===== src/rtl/button_sim_pkg.sv =====
// Shared types and constants for the button-press stimulus generator:
// the sequencer state encoding, the LFSR feedback mask and default seed,
// and a single-step helper for the 16-bit Galois LFSR.
package button_sim_pkg;

    typedef enum logic [2:0] {
        IDLE,
        PRESS_BOUNCE,
        HOLD,
        RELEASE_BOUNCE,
        GAP
    } state_t;

    // Right-shifting Galois form of x^16 + x^14 + x^13 + x^11 + 1
    localparam logic [15:0] LFSR_TAPS         = 16'hB400;
    localparam logic [15:0] LFSR_DEFAULT_SEED = 16'hACE1;

    function automatic logic [15:0] lfsr_next(input logic [15:0] cur);
        return {1'b0, cur[15:1]} ^ (cur[0] ? LFSR_TAPS : 16'h0000);
    endfunction

endpackage


===== src/rtl/lfsr16.sv =====
// 16-bit Galois LFSR that steps only when asked, so the pseudorandom
// sequence is consumed exactly once per bounce edge.
module lfsr16
    import button_sim_pkg::*;
#(
    parameter logic [15:0] seed = LFSR_DEFAULT_SEED
)(
    input  logic        clk,
    input  logic        rst,
    input  logic        adv,
    output logic [15:0] q
);

    // Hold the seed in reset, advance one step on each request
    always_ff @(posedge clk or posedge rst) begin
        if (rst) begin
            q <= seed;
        end else if (adv) begin
            q <= lfsr_next(q);
        end
    end

endmodule


===== src/rtl/button_press_gen.sv =====
// Button-press stimulus generator. On a start request it emits an active-low
// waveform: press bounce, settled hold, release bounce, quiet gap, and then
// pulses done and bumps its own press counter.
// Build option BOUNCE_LFSR_EN: when defined, each bounce level lasts a
// pseudorandom 1..2^BOUNCE_W cycles drawn from an lfsr16 instance; when not
// defined, every level lasts 2^(BOUNCE_W-1) cycles and no LFSR exists.
module button_press_gen
    import button_sim_pkg::*;
#(
    parameter int unsigned BOUNCE_TOGGLES = 7,
    parameter int unsigned BOUNCE_W       = 8,
    parameter logic [23:0] HOLD_CYC       = 24'd600000,
    parameter logic [23:0] GAP_CYC        = 24'd240000,
    parameter logic [15:0] LFSR_SEED      = LFSR_DEFAULT_SEED
)(
    input  logic       clk,
    input  logic       rst,
    input  logic       start,
    input  logic       abort,
    output logic       btn_n,
    output logic       busy,
    output logic       done,
    output logic [7:0] press_count
);

    localparam int unsigned IVL_W     = BOUNCE_W + 1;
    localparam int unsigned EDGE_W    = $clog2(BOUNCE_TOGGLES + 1);
    localparam int unsigned FIXED_IVL = 1 << (BOUNCE_W - 1);

    state_t              state_q, state_d;
    logic                btn_q, btn_d;
    logic                done_q, done_d;
    logic [7:0]          count_q, count_d;
    logic [IVL_W-1:0]    ivl_q, ivl_d;
    logic [EDGE_W-1:0]   edge_q, edge_d;
    logic [23:0]         hold_q, hold_d;
    logic [IVL_W-1:0]    ivl_load;
    logic                lfsr_adv;

`ifdef BOUNCE_LFSR_EN
    logic [15:0] lfsr_q;
    logic        unused_lfsr_bits;

    lfsr16 #(.seed(LFSR_SEED)) u_lfsr (
        .clk (clk),
        .rst (rst),
        .adv (lfsr_adv),
        .q   (lfsr_q)
    );

    assign ivl_load         = {1'b0, lfsr_q[BOUNCE_W-1:0]} + IVL_W'(1);
    assign unused_lfsr_bits = ^lfsr_q;
`else
    logic unused_lfsr_adv;

    assign ivl_load        = IVL_W'(FIXED_IVL);
    assign unused_lfsr_adv = lfsr_adv;
`endif

    assign btn_n       = btn_q;
    assign busy        = (state_q != IDLE);
    assign done        = done_q;
    assign press_count = count_q;

    // State and waveform registers; reset forces the button line released at once
    always_ff @(posedge clk or posedge rst) begin
        if (rst) begin
            state_q <= IDLE;
            btn_q   <= 1'b1;
            done_q  <= 1'b0;
            count_q <= 8'd0;
            ivl_q   <= '0;
            edge_q  <= '0;
            hold_q  <= 24'd0;
        end else begin
            state_q <= state_d;
            btn_q   <= btn_d;
            done_q  <= done_d;
            count_q <= count_d;
            ivl_q   <= ivl_d;
            edge_q  <= edge_d;
            hold_q  <= hold_d;
        end
    end

    // Sequencer: each edge loads a fresh interval; abort overrides everything while busy
    always_comb begin
        state_d  = state_q;
        btn_d    = btn_q;
        done_d   = 1'b0;
        count_d  = count_q;
        ivl_d    = ivl_q;
        edge_d   = edge_q;
        hold_d   = hold_q;
        lfsr_adv = 1'b0;

        case (state_q)
            IDLE: begin
                if (start && !abort) begin
                    state_d  = PRESS_BOUNCE;
                    btn_d    = 1'b0;
                    edge_d   = EDGE_W'(1);
                    ivl_d    = ivl_load;
                    lfsr_adv = 1'b1;
                end
            end
            PRESS_BOUNCE, RELEASE_BOUNCE: begin
                if (ivl_q <= IVL_W'(1)) begin
                    if (edge_q < EDGE_W'(BOUNCE_TOGGLES)) begin
                        btn_d    = ~btn_q;
                        edge_d   = edge_q + EDGE_W'(1);
                        ivl_d    = ivl_load;
                        lfsr_adv = 1'b1;
                    end else begin
                        state_d = (state_q == PRESS_BOUNCE) ? HOLD : GAP;
                        hold_d  = (state_q == PRESS_BOUNCE) ? HOLD_CYC : GAP_CYC;
                        ivl_d   = '0;
                        edge_d  = '0;
                    end
                end else begin
                    ivl_d = ivl_q - IVL_W'(1);
                end
            end
            HOLD: begin
                if (hold_q <= 24'd1) begin
                    state_d  = RELEASE_BOUNCE;
                    btn_d    = 1'b1;
                    edge_d   = EDGE_W'(1);
                    ivl_d    = ivl_load;
                    lfsr_adv = 1'b1;
                    hold_d   = 24'd0;
                end else begin
                    hold_d = hold_q - 24'd1;
                end
            end
            GAP: begin
                if (hold_q <= 24'd1) begin
                    state_d = IDLE;
                    done_d  = 1'b1;
                    count_d = count_q + 8'd1;
                    hold_d  = 24'd0;
                end else begin
                    hold_d = hold_q - 24'd1;
                end
            end
            default: begin
                state_d = IDLE;
                btn_d   = 1'b1;
            end
        endcase

        if (abort && (state_q != IDLE)) begin
            state_d  = IDLE;
            btn_d    = 1'b1;
            done_d   = 1'b0;
            count_d  = count_q;
            ivl_d    = '0;
            edge_d   = '0;
            hold_d   = 24'd0;
            lfsr_adv = 1'b0;
        end
    end

endmodule


===== config.mk =====
export PLATFORM = sky130hd
export DESIGN_NAME = button_press_gen
export DESIGN_NICKNAME = d
export VERILOG_FILES = /design/src/rtl/button_sim_pkg.sv /design/src/rtl/lfsr16.sv /design/src/rtl/button_press_gen.sv
export SDC_FILE = /design/constraint.sdc
export NUM_CORES = 1
export LEC_CHECK = 0
export CORE_MARGIN = 1.5
export CORE_UTILIZATION = 30
export DETAILED_ROUTE_END_ITERATION = 10
export GPL_TIMING_DRIVEN = 1
export HOLD_SLACK_MARGIN = 0.15
export PLACE_DENSITY = 0.45
export SKIP_LAST_GASP = 1
export SYNTH_ARGS = -nofsm -noshare
export SYNTH_HDL_FRONTEND = slang
export SYNTH_SLANG_ARGS = --single-unit

===== constraint.sdc =====
create_clock -name clk -period 5.5 [get_ports clk]
set_input_delay 0.825 -clock clk [delete_from_list [all_inputs] [get_ports clk]]
set_output_delay 0.825 -clock clk [all_outputs]
set_load 0.02 [all_outputs]

==> results.json <==
{
  "reg2reg_to": "hold_q[12]$_DFFE_PP0P_",
  "grt_pass1_vias": 2393,
  "max_freq_ghz": 0.327,
  "relSlewSlack": 0.442,
  "startpoint_type": "input pin",
  "clockPowerShare": 0.163,
  "avgRoutedWirePerCell_um": 16.5,
  "synth_area_um2": 3000,
  "leakagePower_nw": 1.37,
  "cts_tree": "done",
  "num_rows": 36,
  "start_util": 0.309,
  "nNetsFinal": 350,
  "fill_cells": 1033,
  "htreeDepth": 2,
  "post-dp-hpwl_um": 5290,
  "firstDrtPassIters": 4,
  "final_hold_viol_count": 0,
  "synth_top_area_frac": 0.400,
  "cp_cell_sequence": "clkdlybuf4s50_1 -> or3b_2 -> a41oi_1 -> a2111oi_0 -> mux2i_1 -> o41a_1",
  "synth-edff-count": 0,
  "crit_path_end": "btn_n$_DFFE_PP1P_",
  "synthesis.nets": 338,
  "reg2reg_setup_slack_ns": 2.55,
  "drt_wl_total_um": 7810,
  "globalplace.congestion": 0.793,
  "grt_antenna_before_repair": 0,
  "grt_max_degree": 50,
  "die_area_um2": 10600,
  "worst_pin_slew_ns": 0.826,
  "setup_tns_ns": 0,
  "clockRootBuffer": "clkbuf_8",
  "cp_max_fo": 13,
  "p_int_mw": 1.03,
  "reg2reg_depth": 5,
  "post_cts_buffers": 0,
  "grt_setup_unrepaired": "false",
  "die_h_um": 103,
  "crit_path_start": "abort",
  "ctsResizeCount": 0,
  "pwr-share-comb": 0.495,
  "drt_iter0_markers": 100,
  "globalRouteTotalUtil": 0.154,
  "hold_class": "flop to flop",
  "grt_pass1_wl_um": 12600,
  "p_seq_frac": 0.342,
  "n_antenna_cell": 0,
  "syn_inst": 328,
  "powerDensity_nw_per_um2": 557,
  "end_kind": "flop",
  "insertion_delay_ns": 0.31,
  "path_class": "input pin to flop",
  "yosysSeqAreaShare": 0.409,
  "peakVddDrop_mv": 0.167,
  "die_w_um": 103,
  "cts_sinks": 49,
  "drc_errors": 0,
  "period_needed_ns": 3.06,
  "fin_crit_sh": 0.556,
  "cp_slowest_cell": "a41oi_1",
  "sw_frac_of_total": 0.460,
  "setup_violations": 0,
  "final_layout_size_suffix_gt1_frac": 0.0880,
  "switchingPower_uw": 874,
  "fp.coreArea_um2": 9730,
  "fin_util": 0.351,
  "pin_count": 15,
  "ant_nets": 0,
  "yosysUniqueCellTypes": 65,
  "grt-ovfl-total": 0,
  "postSynthAreaPerCell_um2": 9.16,
  "area_growth_pct": 13.6,
  "synthFlopType": "dfrtp_1",
  "synth_commonest_cells": "48 x dfrtp_1, 34 x nor2_1, 28 x nand2_1, 26 x a21oi_1, 14 x nor3_1",
  "maxCapViolCount": 0,
  "vias": 2592,
  "status": "finished, final reports clean",
  "maxSlewViolCount": 0,
  "via_per_inst": 5.47,
  "required_ns": 5.76,
  "yosys.area.top_type": "dfrtp_1",
  "clockBufferDepth": 2,
  "synth_top_cells_by_area": "dfrtp_1 40%, a21oi_1 4.3%, nor2_1 4.2%",
  "cp_slowest_stage_delay_ns": 0.66,
  "ys_warn_count": 0,
  "timing.rr.start": "hold_q[11]$_DFFE_PP0P_",
  "ys_ff_latch": 49,
  "ys_async_sr_fraction": 1.00,
  "arrival_ns": 3.31,
  "clkSlewWorstSetupHoldPaths_ns": 0.10,
  "hold_buffers": 0,
  "yosysMostFrequentCell": "dfrtp_1",
  "cts_buffers": 5,
  "skew_ns": 0.0110,
  "io_buffer_count": 14
}
-- sequential cells by signal (all words and copies together), names as in the netlist --
signal	flops
edge_q	3
press_count	8
hold_q	24
btn_n	1
state_q	3
ivl_q	9
done	1
-- critical path, delay by kind of cell --
family,cells,cell delay [ns]
buf+inv,1,0.63
simple gates,1,0.60
compound gates,3,1.05
mux,1,0.21
-- layer usage --
layer / track usage / share of wire / wire, µm
met4: 0.0353 / 0.013 / 102
met3: 0.0251 / 0.027 / 210
met2: 0.238 / 0.44 / 3410
met5: 0 / 0 / 0
met1: 0.226 / 0.52 / 4090
-- cells by family after synthesis --
| logic type | count (synthesis) | share of synthesized area |
|---|---|---|
| buffers and inverters | 25 | 0.0342 |
| adders and majority gates | 6 | 0.0250 |
| and+or+nand+nor | 124 | 0.223 |
| xor gates and xnor gates | 10 | 0.0292 |
| muxes | 2 | 0.00708 |
| AOI/OAI and AO/OA | 112 | 0.273 |
| DFF | 49 | 0.409 |
-- through the flow --
stage                     instance area (µm²)  setup slack (ns)  instances  total power [mW]  hold WS (ns)
after floorplan                          3000              3.07        328              1.34         0.442
after global placement                   3280              2.19        466              1.59         0.462
after detailed placement                 3280              2.17        466              1.59         0.467
after CTS                                3410              2.48        474              1.90         0.486
after global routing                     3410              2.27        474              2.06         0.511
final                                    3410              2.44        474              1.90         0.476
-- worst min path at each step --
stage	slack, ns	startpoint	depth (start not counted)	end
2_1_floorplan	0.44	hold_q[23]$_DFFE_PP0P_	1	hold_q[23]$_DFFE_PP0P_
3_3_place_gp	0.46	press_count[7]$_DFFE_PP0P_	1	press_count[7]$_DFFE_PP0P_
3_5_place_dp	0.47	press_count[7]$_DFFE_PP0P_	1	press_count[7]$_DFFE_PP0P_
4_1_cts	0.49	press_count[7]$_DFFE_PP0P_	1	press_count[7]$_DFFE_PP0P_
5_1_grt	0.51	press_count[7]$_DFFE_PP0P_	1	press_count[7]$_DFFE_PP0P_
6_report	0.48	press_count[7]$_DFFE_PP0P_	1	press_count[7]$_DFFE_PP0P_
-- layout make-up --
class                   instances  area [µm²]  share of cell area
clock buffers                   5        68.8              0.0202
clock inverters                 3        65.1              0.0191
inverters                      13        48.8              0.0143
multi-input cells             254        1670               0.490
flip-flops and latches         49        1230               0.360
well taps                     133         166              0.0488
repair buffers                 17         163              0.0477
-- power groups by stage --
stage	logic (mW)	registers (mW)	clock network (mW)
6_report	0.941	0.650	0.309
5_1_grt	1.06	0.672	0.332
4_1_cts	0.938	0.647	0.320
3_5_place_dp	0.935	0.653	0
3_3_place_gp	0.936	0.654	0
2_1_floorplan	0.757	0.583	0
-- placed cells by master, fill, tap and decap left out, drive strengths merged, types with 4 or more instances in the layout --
cell / synthesis / layout
a31oi: 13 / 13
a22o: 8 / 8
nor4: 7 / 7
inv: 13 / 13
o31ai: 4 / 4
nand3: 5 / 5
clkbuf: 10 / 5
nand4: 7 / 7
nor3: 15 / 15
nor2: 35 / 35
clkdlybuf4s50: 0 / 14
o21ai: 14 / 14
o41ai: 7 / 7
dfrtp: 48 / 48
a21oi: 26 / 26
o22ai: 5 / 5
nand2: 28 / 28
ha: 6 / 6
xnor2: 9 / 9
or3: 4 / 4
and3: 6 / 6
(Power assumes the default switching activity.)
